**src/rtl/instr_fetch_pkg.sv**
```systemverilog
// Shared types and constants for the instruction fetch unit.
// Latency: n/a (types only).
// Backpressure: n/a.
package fetch_pkg;

  // Fetch controller states; HALT is only reachable with alignment checking built in.
  typedef enum logic [1:0] {
    BOOT = 2'd0,
    RUN  = 2'd1,
    HALT = 2'd2
  } fetch_state_t;

  // Bytes per instruction word; the PC advances by this much per issued read.
  localparam int INSTR_BYTES = 4;

  // Default bus widths.
  localparam int INS_W  = 32;
  localparam int ADDR_W = 32;

  // One buffered instruction with the address it was fetched from.
  typedef struct packed {
    logic [INS_W-1:0]  ins;
    logic [ADDR_W-1:0] pc;
  } fetch_entry_t;

  // True when an address lands on an instruction-word boundary.
  function automatic logic is_word_aligned(input logic [1:0] lsb);
    return (lsb == 2'b00);
  endfunction

endpackage

```
**src/rtl/instr_fetch_if.sv**
```systemverilog
// Instruction fetch bus: imem request/response, decode handshake and redirect.
// Latency: n/a (wiring only).
// Backpressure: ins_ready stalls the decode side; imem has no backpressure.
interface instr_fetch_if #(
  parameter int WIDTH      = 32,
  parameter int ADDR_WIDTH = 32
);
  logic                  imem_en;
  logic [ADDR_WIDTH-1:0] imem_addr;
  logic [WIDTH-1:0]      imem_rdata;
  logic [WIDTH-1:0]      ins;
  logic [ADDR_WIDTH-1:0] ins_pc;
  logic                  ins_valid;
  logic                  ins_ready;
  logic                  branch_taken;
  logic [ADDR_WIDTH-1:0] branch_target;
  logic                  fetch_fault;

  // Fetch unit side.
  modport master (
    output imem_en, imem_addr, ins, ins_pc, ins_valid, fetch_fault,
    input  imem_rdata, ins_ready, branch_taken, branch_target
  );

  // Memory / decode / execute side.
  modport slave (
    input  imem_en, imem_addr, ins, ins_pc, ins_valid, fetch_fault,
    output imem_rdata, ins_ready, branch_taken, branch_target
  );
endinterface

```
**src/rtl/instr_fetch_fifo.sv**
```systemverilog
// Small synchronous FIFO with push/pop/clear and an occupancy count.
// Latency: a pushed entry is visible at the head on the next cycle.
// Backpressure: caller must not push when full; pops on empty are ignored.
module fetch_fifo #(
  parameter int DW    = 64,
  parameter int DEPTH = 2,
  parameter int CW    = $clog2(DEPTH) + 1
) (
  input  logic          clk,
  input  logic          rst_n,
  input  logic          push,
  input  logic [DW-1:0] push_dat,
  input  logic          pop,
  input  logic          clear,
  output logic [DW-1:0] head_dat,
  output logic [CW-1:0] count
);
  localparam int AW = $clog2(DEPTH);

  logic [DW-1:0] mem [DEPTH];
  logic [AW-1:0] wr_ptr;
  logic [AW-1:0] rd_ptr;
  logic          do_push;
  logic          do_pop;

  assign do_push  = push && (count != CW'(DEPTH));
  assign do_pop   = pop && (count != '0);
  assign head_dat = mem[rd_ptr];

  // Storage, pointers and count; clear empties the queue without touching storage.
  always_ff @(posedge clk or negedge rst_n) begin
    if (!rst_n) begin
      for (int i = 0; i < DEPTH; i++) mem[i] <= '0;
      wr_ptr <= '0;
      rd_ptr <= '0;
      count  <= '0;
    end else if (clear) begin
      wr_ptr <= '0;
      rd_ptr <= '0;
      count  <= '0;
    end else begin
      if (do_push) begin
        mem[wr_ptr] <= push_dat;
        wr_ptr      <= wr_ptr + AW'(1);
      end
      if (do_pop) rd_ptr <= rd_ptr + AW'(1);
      case ({do_push, do_pop})
        2'b10:   count <= count + CW'(1);
        2'b01:   count <= count - CW'(1);
        default: count <= count;
      endcase
    end
  end
endmodule

```
**src/rtl/instr_fetch.sv**
```systemverilog
// Instruction fetch: owns the PC, reads imem sequentially, buffers words for decode.
// Latency: first ins_valid 2 cycles after reset release; redirect target valid 3 cycles after branch.
// Backpressure: reads issue only when buffer space is guaranteed, so no response is ever dropped.
// Build option: INSTR_FETCH_ALIGN_CHECK_EN traps misaligned branch targets into a sticky fault.
module instr_fetch
  import fetch_pkg::*;
#(
  parameter int                    WIDTH      = 32,
  parameter int                    ADDR_WIDTH = 32,
  parameter logic [ADDR_WIDTH-1:0] RESET_PC   = '0,
  parameter int                    FIFO_DEPTH = 2
) (
  input logic          clk,
  input logic          rst_n,
  instr_fetch_if.master bus
);
  localparam int CW = $clog2(FIFO_DEPTH) + 1;
  localparam int EW = WIDTH + ADDR_WIDTH;
  localparam logic [CW:0] DEPTH_L = (CW+1)'(FIFO_DEPTH);

  fetch_state_t          state;
  logic [ADDR_WIDTH-1:0] pc;
  logic [ADDR_WIDTH-1:0] inflight_pc;
  logic                  inflight;
  logic [CW-1:0]         count;
  logic [EW-1:0]         head;
  logic [CW:0]           occ;
  logic                  active;
  logic                  redirect;
  logic                  pop;
  logic                  push;
  logic                  issue;
  logic                  misaligned;
  logic [ADDR_WIDTH-1:0] target;

`ifdef INSTR_FETCH_ALIGN_CHECK_EN
  logic fault;

  assign target     = bus.branch_target;
  assign misaligned = bus.branch_taken && !is_word_aligned(bus.branch_target[1:0]);

  // Sticky fault: set by a misaligned redirect, cleared only by reset.
  always_ff @(posedge clk or negedge rst_n) begin
    if (!rst_n)                    fault <= 1'b0;
    else if (redirect && misaligned) fault <= 1'b1;
  end

  assign bus.fetch_fault = fault;
`else
  logic unused_target_lsb;

  // Without the check, low target bits are simply dropped to keep the PC word aligned.
  assign unused_target_lsb = ^bus.branch_target[1:0];
  assign target            = {bus.branch_target[ADDR_WIDTH-1:2], 2'b00};
  assign misaligned        = 1'b0;
  assign bus.fetch_fault   = 1'b0;
`endif

  assign active   = (state != HALT);
  assign redirect = active && bus.branch_taken;
  assign pop      = bus.ins_valid && bus.ins_ready;

  // Occupancy once this cycle's pop and the outstanding response are accounted for.
  assign occ   = {1'b0, count} + {{CW{1'b0}}, inflight} - {{CW{1'b0}}, pop};
  assign issue = rst_n && active && !bus.branch_taken && (occ < DEPTH_L);

  // A redirect drops the response landing this cycle along with the buffered wrong path.
  assign push = inflight && !redirect;

  assign bus.imem_en   = issue;
  assign bus.imem_addr = pc;
  assign bus.ins       = head[EW-1:ADDR_WIDTH];
  assign bus.ins_pc    = head[ADDR_WIDTH-1:0];
  assign bus.ins_valid = active && (count != '0);

  fetch_fifo #(
    .DW    (EW),
    .DEPTH (FIFO_DEPTH),
    .CW    (CW)
  ) u_fifo (
    .clk      (clk),
    .rst_n    (rst_n),
    .push     (push),
    .push_dat ({bus.imem_rdata, inflight_pc}),
    .pop      (pop),
    .clear    (redirect),
    .head_dat (head),
    .count    (count)
  );

  // Fetch controller: PC, outstanding-read tracking and state transitions.
  always_ff @(posedge clk or negedge rst_n) begin
    if (!rst_n) begin
      state       <= BOOT;
      pc          <= RESET_PC;
      inflight    <= 1'b0;
      inflight_pc <= RESET_PC;
    end else begin
      case (state)
        BOOT, RUN: begin
          if (redirect) begin
            inflight <= 1'b0;
            pc       <= target;
            state    <= misaligned ? HALT : RUN;
          end else begin
            state    <= RUN;
            inflight <= issue;
            if (issue) begin
              inflight_pc <= pc;
              pc          <= pc + ADDR_WIDTH'(INSTR_BYTES);
            end
          end
        end
        HALT: begin
          inflight <= 1'b0;
        end
        default: begin
          state    <= BOOT;
          inflight <= 1'b0;
        end
      endcase
    end
  end
endmodule

```
**src/flat_wrapper.sv**
```systemverilog
// flat-port wrapper written by rule: the top's interface ports become plain ports
module instr_fetch_flat import fetch_pkg::*;
#(
  parameter int                    WIDTH      = 32,
  parameter int                    ADDR_WIDTH = 32,
  parameter logic [ADDR_WIDTH-1:0] RESET_PC   = '0,
  parameter int                    FIFO_DEPTH = 2
)
  (clk, rst_n, bus_imem_en, bus_imem_addr, bus_ins, bus_ins_pc, bus_ins_valid, bus_fetch_fault, bus_imem_rdata, bus_ins_ready, bus_branch_taken, bus_branch_target);
  instr_fetch_if #(.WIDTH(WIDTH), .ADDR_WIDTH(ADDR_WIDTH)) bus_i ();
  input logic clk;
  input logic rst_n;
  output wire logic [$bits(bus_i.imem_en)-1:0] bus_imem_en;
  output wire logic [$bits(bus_i.imem_addr)-1:0] bus_imem_addr;
  output wire logic [$bits(bus_i.ins)-1:0] bus_ins;
  output wire logic [$bits(bus_i.ins_pc)-1:0] bus_ins_pc;
  output wire logic [$bits(bus_i.ins_valid)-1:0] bus_ins_valid;
  output wire logic [$bits(bus_i.fetch_fault)-1:0] bus_fetch_fault;
  input wire logic [$bits(bus_i.imem_rdata)-1:0] bus_imem_rdata;
  input wire logic [$bits(bus_i.ins_ready)-1:0] bus_ins_ready;
  input wire logic [$bits(bus_i.branch_taken)-1:0] bus_branch_taken;
  input wire logic [$bits(bus_i.branch_target)-1:0] bus_branch_target;
  assign bus_imem_en = bus_i.imem_en;
  assign bus_imem_addr = bus_i.imem_addr;
  assign bus_ins = bus_i.ins;
  assign bus_ins_pc = bus_i.ins_pc;
  assign bus_ins_valid = bus_i.ins_valid;
  assign bus_fetch_fault = bus_i.fetch_fault;
  assign bus_i.imem_rdata = bus_imem_rdata;
  assign bus_i.ins_ready = bus_ins_ready;
  assign bus_i.branch_taken = bus_branch_taken;
  assign bus_i.branch_target = bus_branch_target;
  instr_fetch #(.WIDTH(WIDTH), .ADDR_WIDTH(ADDR_WIDTH), .RESET_PC(RESET_PC), .FIFO_DEPTH(FIFO_DEPTH)) u_core (.clk(clk), .rst_n(rst_n), .bus(bus_i));
endmodule
```
**config.mk**
```make
export PLATFORM = sky130hd
export DESIGN_NAME = instr_fetch_flat
export DESIGN_NICKNAME = d
export VERILOG_FILES = /design/src/rtl/instr_fetch_pkg.sv /design/src/rtl/instr_fetch_if.sv /design/src/rtl/instr_fetch_fifo.sv /design/src/rtl/instr_fetch.sv /design/src/flat_wrapper.sv
export SDC_FILE = /design/constraint.sdc
export NUM_CORES = 1
export LEC_CHECK = 0
export BUFFER_PORTS_ARGS = -buffer_cell sky130_fd_sc_hd__buf_2
export CAP_MARGIN = 20
export CORE_ASPECT_RATIO = 0.9
export CORE_MARGIN = 2
export CORE_UTILIZATION = 55
export DETAILED_ROUTE_END_ITERATION = 10
export PLACE_DENSITY = 0.79
export SETUP_SLACK_MARGIN = 0.4
export SLEW_MARGIN = 20
export SYNTH_ARGS = -nofsm -noshare
export SYNTH_HDL_FRONTEND = slang
export SYNTH_HIERARCHICAL = 1
export SYNTH_SLANG_ARGS = --single-unit
```
**constraint.sdc**
```tcl
create_clock -name clk -period 7.1 [get_ports clk]
set_input_delay 0.355 -clock clk [delete_from_list [all_inputs] [get_ports clk]]
set_output_delay 0.355 -clock clk [all_outputs]
set_load 0.02 [all_outputs]
```
==> flow_summary.ini, run 1 <==
[outcome]
status = completed

[clocking]
cts_tree = yes
cts_hold_buf = 1
path_clk_slew_ns = 0.06
cts-root-buf = clkbuf_16
h-tree-depth = 4
cts_sinks = 193
insertion_delay_ns = 0.43
cts_setup_buffers = 0
ctsResizeCount = 0
clockBufferDepth = 2
numCtsBuffers = 17

[placement]
gp_routability_congestion = 0.8168
hpwlAfterDp_um = 12790
pre_cts_slack_ns = 3.185
dpl.cell_count = 1003
io_buffer_count = 161

[global_route]
track_usage_pct = 23.30
grt_antenna_before_repair = 3
grt_pass1_vias = 6183
grt_pass1_wl_um = 30460
grt-ovfl-total = 0
grt_max_degree = 70

[floorplanning]
io_pins = 167
dieArea_sq_um = 17080
std_cell_rows = 43
fp.dieH_um = 124.2
start_util_pct = 56.76
core-area_sq_um = 15550
die_width_um = 137.5

[sta]
post-route-min-period_ns = 4.346
fmax_mhz = 230.1
rsz0062_at_grt = false
tightest_slew_ns = 0.8891
setup_viol = 0
drv_slew = 0
finalHoldViolations = 0
slew-limit-headroom_pct = 40.66
worst_slack_ns = 2.754
tns_ns = 0
finalCritPeriodShare_pct = 61.21
finClkSkew_ns = 0.009112

[critical_path]
critical_path.max_stage_delay_ns = 0.67
start_kind = flop
setup.worst_path.start = u_core/u_fifo/count[1]$_DFFE_PN0P_
crit_path_end = bus_imem_en
cp.required_ns = 6.74
arrival_ns = 3.99
critical_path_class = flop to output pin
crit_fanout = 26
r2r_slack_ns = 3.19
cpMaxStageDelayCell = nor3_2
r2r-end = u_core/bus.imem_addr[27]$_DFFE_PN0P_
timing.rr.start = u_core/u_fifo/count[1]$_DFFE_PN0P_
reg2regPathDepth = 9
cp-end-kind = output pin
worstPathCellList = or2_2, and2_1, ha_1, nand2b_1, fa_1, nand2_1, nor3_2, buf_4, buf_2

[power_and_ir_drop]
p_leak_nw = 4.824
power_frac_seq_pct = 43.5
p_switching_mw = 1.059
power.internal_mw = 2.469
total_power_mw = 3.528
power_density_nw_per_um2 = 337.8
p_sw_share_pct = 30.01
pwr-share-comb_pct = 26.7
ir_drop_v = 0.0001997
clkPwrFrac_pct = 29.8

[synth]
ys_warn_count = 6
synth.top_cell.area_share_pct = 54.73
synth_commonest_cells = mux2_2, dfrtp_1, nand2_1, nor2_1, o21ai_0
synth-seq-cells = 193
synth_area_per_cell_sq_um = 13.27
synth_area_leader_cell = dfrtp_1
synth_enable_flop_cells = 0
synth.most_common_cell = mux2_2
async_reset_ff_share_pct = 100.0
synth_area_sq_um = 8825
yosysUniqueCellTypes = 48
synth_area_leaders = dfrtp_1, mux2_2, o21ai_0
synth_ff_type = dfrtp_1
yosysSeqAreaShare_pct = 54.73
synthCells = 665

[final_layout]
n_fill_cell = 1135
drive_gt1_share_pct = 50.96
final_cells = 1039
nets = 892
syn2layout_area_growth_pct = 18.35
fin_util_pct = 67.17

[detailed_routing]
antenna_left = 0
avgViaCountPerCell = 5.675
drc = 0
firstDrtPassIters = 5
drt-total-wl_um = 19220
wire_per_inst_um = 18.50
via_count = 5896
first_iter_violations = 267

[hold_path]
min_path_type = primary input to flop

[run]
drv_cap = 0
per-layer routing:
layer  wire (um)  track usage, %
met1        8393           29.71
met5           0               0
met3        1407           7.896
met4         308           7.023
met2        9108           37.90
worst max-delay path, delay by kind of cell (launching register included):
kind	cells	cell delay, ns
adder cells (fa/ha/maj)	2	0.78
buffers and inverters	2	0.70
flip-flops	1	0.48
AND/OR/NAND/NOR	5	1.59
state kept, by name, summed over array words and instances, names as in the netlist:
signal and cells:
u_core/u_fifo/mem 128, u_core/bus.imem_addr 30, u_core/inflight_pc 30, u_core/u_fifo/count 2, u_core/inflight 1, u_core/u_fifo/rd_ptr 1, u_core/u_fifo/wr_ptr 1
kinds of logic after synthesis:
group | share of synthesized area (%)
flip-flops | 54.73
AO/OA/AOI/OAI | 4.197
other | 0.04249
AND/OR/NAND/NOR | 8.138
multiplexers | 28.56
XOR/XNOR | 0.8933
buffers and inverters | 2.935
adder cells (fa/ha/maj) | 0.5104
metrics by stage:
stage               instance area, sq um  hold WS [ns]
global route                       10440        0.1423
finish                             10440        0.1464
floorplan                           8847       0.05941
global placement                    9767        0.3568
CTS                                10440        0.1314
detailed placement                  9767        0.3698
cell type report:
| class | instances | area [sq um] | share of cell area [%] |
|---|---|---|---|
| Sequential cell | 193 | 4831 | 46.26 |
| Multi-Input combinational cell | 428 | 3764 | 36.04 |
| Timing Repair Buffer | 171 | 892.1 | 8.542 |
| Clock buffer | 19 | 452.9 | 4.337 |
| Tap cell | 202 | 252.7 | 2.420 |
| Clock inverter | 13 | 206.4 | 1.977 |
| Inverter | 10 | 37.54 | 0.3594 |
| Antenna cell | 3 | 7.507 | 0.07188 |
power groups by stage:
stage          combinational (mW)  clock (mW)  sequential (mW)
2_1_floorplan               0.656           0             1.52
3_3_place_gp                0.916           0             1.52
3_5_place_dp                0.945           0             1.55
4_1_cts                     0.952        1.07             1.54
5_1_grt                      1.02        1.11             1.57
6_report                    0.942        1.05             1.53
cell usage in the layout (no fill, tap or decap), types with 6 or more instances in the layout:
| cell | netlist | final |
|---|---|---|
| dfrtp_1 | 193 | 192 |
| o21ai_0 | 21 | 21 |
| nand2_1 | 22 | 22 |
| conb_1 | 1 | 7 |
| a31oi_1 | 15 | 15 |
| or3_1 | 9 | 9 |
| nand4_1 | 7 | 7 |
| nand3_1 | 16 | 16 |
| inv_1 | 10 | 10 |
| nor2_1 | 22 | 22 |
| or4_1 | 9 | 9 |
| mux2_2 | 217 | 217 |
| and3_1 | 6 | 6 |
| buf_4 | 3 | 9 |
| buf_2 | 12 | 160 |
| clkbuf_16 | 0 | 17 |
| xnor2_1 | 7 | 7 |
| nor2b_1 | 6 | 6 |
worst min-delay path by stage:
stage	cells after the start	startpoint	endpoint	slack, ns
3_3_place_gp	1	rst_n	u_core/u_fifo/mem[21]$_DFFE_PN0P_	0.36
2_1_floorplan	0	rst_n	u_core/bus.imem_addr[10]$_DFFE_PN0P_	0.06
4_1_cts	3	bus_branch_target[3]	u_core/bus.imem_addr[3]$_DFFE_PN0P_	0.13
6_report	3	bus_branch_target[30]	u_core/bus.imem_addr[30]$_DFFE_PN0P_	0.15
5_1_grt	3	bus_branch_target[28]	u_core/bus.imem_addr[28]$_DFFE_PN0P_	0.14
3_5_place_dp	1	rst_n	u_core/u_fifo/mem[85]$_DFFE_PN0P_	0.37
Power figures use the tool's default switching activity.
==> run 2, diff against run 1 <==
--- a/config.mk
+++ b/config.mk
@@ -9,9 +9,9 @@
 export CAP_MARGIN = 20
 export CORE_ASPECT_RATIO = 0.9
 export CORE_MARGIN = 2
-export CORE_UTILIZATION = 55
+export CORE_UTILIZATION = 50
 export DETAILED_ROUTE_END_ITERATION = 10
-export PLACE_DENSITY = 0.79
+export PLACE_DENSITY = 0.76
 export SETUP_SLACK_MARGIN = 0.4
 export SLEW_MARGIN = 20
 export SYNTH_ARGS = -nofsm -noshare
==> constraint.sdc (replaced) <==
create_clock -name clk -period 3.5 [get_ports clk]
set_input_delay 0.175 -clock clk [delete_from_list [all_inputs] [get_ports clk]]
set_output_delay 0.175 -clock clk [all_outputs]
set_load 0.02 [all_outputs]
==> flow_summary.ini, run 2 (same netlist as run 1, synthesis figures left out) <==
[outcome]
status = complete, but fails checks
violations = negative hold slack

[hold_path]
min_path_type = primary input to async pin

[sta]
rsz0062_at_grt = true
tns_ns = 0
fmax_mhz = 317.7
finClkSkew_ns = 0.006456
finalHoldViolations = 25
setup_viol = 0
whs_ns = -0.02997
tightest_slew_ns = 0.9073
drv_slew = 0
worst_slack_ns = 0.3526
finalCritPeriodShare_pct = 89.93
post-route-min-period_ns = 3.147
slew-limit-headroom_pct = 39.45

[critical_path]
cp-end-kind = flop
crit_family = simple AND/OR/NAND/NOR gates
r2r_slack_ns = 0.35
cpMaxStageDelayCell = fa_2
start_kind = flop
critical_path_class = flop to flop
arrival_ns = 3.49
cp.required_ns = 3.84
crit_buf_inv = 1
critical_path.max_stage_delay_ns = 0.56
worstPathCellList = or2_4, and2_4, ha_4, nand2b_4, fa_2, nand2_4, or4_4, buf_8, or4_1, a31oi_1
crit_fanout = 5

[global_route]
grt_pass1_vias = 6178
grt_pass1_wl_um = 31960
grt_antenna_before_repair = 1
grt-ovfl-total = 0
track_usage_pct = 21.85
grt_max_degree = 73

[detailed_routing]
drt-total-wl_um = 20520
avgViaCountPerCell = 5.518
wire_per_inst_um = 18.04
dr.max_layer_used = met5
met1_length_um = 9098
via_count = 6274
antenna_left = 0
wl_met2_um = 9719
dr_wl_met3_um = 1497
first_iter_violations = 293
firstDrtPassIters = 5
drc = 0

[floorplanning]
dieArea_sq_um = 18730
core-area_sq_um = 17440
start_util_pct = 50.60
std_cell_rows = 46
die_width_um = 144.0
io_pins = 167
fp.dieH_um = 130.0

[final_layout]
n_fill_cell = 1304
syn2layout_area_growth_pct = 27.41
final_cell_mix = mux2_2, dfrtp_1, buf_2, dlygate4sd3_1, nor2_1
nets = 955
antenna_cells = 0
drive_gt1_share_pct = 51.84
layout_commonest_cell = mux2_2
regMostFlops = u_core/u_fifo/mem
largest_reg_flops = 128
final_cells = 1137

[clocking]
cts_sinks = 193
clockBufferDepth = 2
cts-root-buf = clkbuf_16
h-tree-depth = 4
insertion_delay_ns = 0.42
cts_tree = yes
numCtsBuffers = 17
path_clk_slew_ns = 0.07

[power_and_ir_drop]
p_sw_share_pct = 30.40
power.internal_mw = 5.060
power_density_nw_per_um2 = 646.7
p_leak_nw = 5.136
power_frac_seq_pct = 42.8
ir_drop_v = 0.0004491
clkPwrFrac_pct = 29.9
p_switching_mw = 2.210
pwr-share-comb_pct = 27.3

[placement]
io_buffer_count = 161
gp_routability_congestion = 0.7568
hpwlAfterDp_um = 12680
dpl.cell_count = 1048
pre_cts_slack_ns = 0.2437

[run]
drv_cap = 0
## run 2: stage by stage
step | instance area (sq um) | hold WS, ns | power (mW) | utilization [%]
2_1_floorplan | 8916 | -0.1206 | 4.415 | -
3_3_place_gp | 9935 | 0.3853 | 4.996 | 56.97
3_5_place_dp | 9935 | 0.3881 | 5.063 | 56.97
4_1_cts | 11150 | 0.0001107 | 7.305 | 63.95
5_1_grt | 11240 | 0.005878 | 7.647 | 64.47
6_report | 11240 | -0.02997 | 7.271 | 64.47
## run 2: power by group through the flow
stage	Sequential, mW	Combinational (mW)	Clock [mW]
5_1_grt	3.19	2.15	2.31
4_1_cts	3.11	1.98	2.21
2_1_floorplan	3.08	1.34	0
3_5_place_dp	3.15	1.92	0
3_3_place_gp	3.11	1.88	0
6_report	3.11	1.99	2.17
## run 2: what timing repair did
action	4_1_cts	5_1_grt
hold buffers	43	2
resized for setup	8	20
endpoints found under the hold margin	69	2
cloned	3	0
endpoints found under the setup margin	16	20
pin swaps	4	16
setup buffers	7	2
## run 2: worst register-to-register path, delay by kind of cell (launching register included)
kind            cells  cell delay, ns
compound gates      1            0.19
fa+ha+maj           2            0.76
flops               1            0.40
buf+inv             1            0.17
simple gates        6            1.56
## run 2: cell type report
cell class	instances	area (sq um)	share of cell area, %
Clock inverter	14	227.7	2.025
Sequential cell	193	4832	42.98
Tap cell	240	300.3	2.671
Inverter	10	37.54	0.3339
Timing Repair Buffer	233	1521	13.53
Multi-Input combinational cell	429	3885	34.55
Clock buffer	18	439.2	3.906
## run 2: routing by layer
metal / vias up / GRT usage, %
met1: 3181 / 29.60
li1: 2867 / -
met5: - / 0
met2: 204 / 35.43
met4: 2 / 4.441
met3: 20 / 6.422
## run 2: final timing paths
check                                                   startpoint                              endpoint  cells after the start
worst max-delay path            u_core/u_fifo/count[1]$_DFFE_PN0P_  u_core/bus.imem_addr[17]$_DFFE_PN0P_                     10
worst min-delay path                                         rst_n     u_core/u_fifo/mem[23]$_DFFE_PN0P_                      2
worst max register to register  u_core/u_fifo/count[1]$_DFFE_PN0P_  u_core/bus.imem_addr[17]$_DFFE_PN0P_                     10
worst min register to register  u_core/u_fifo/mem[100]$_DFFE_PN0P_    u_core/u_fifo/mem[100]$_DFFE_PN0P_                      1
max in group asynchronous                                    rst_n     u_core/inflight_pc[7]$_DFFE_PN0P_                      3
min in group clk                                bus_imem_rdata[10]     u_core/u_fifo/mem[42]$_DFFE_PN0P_                      2
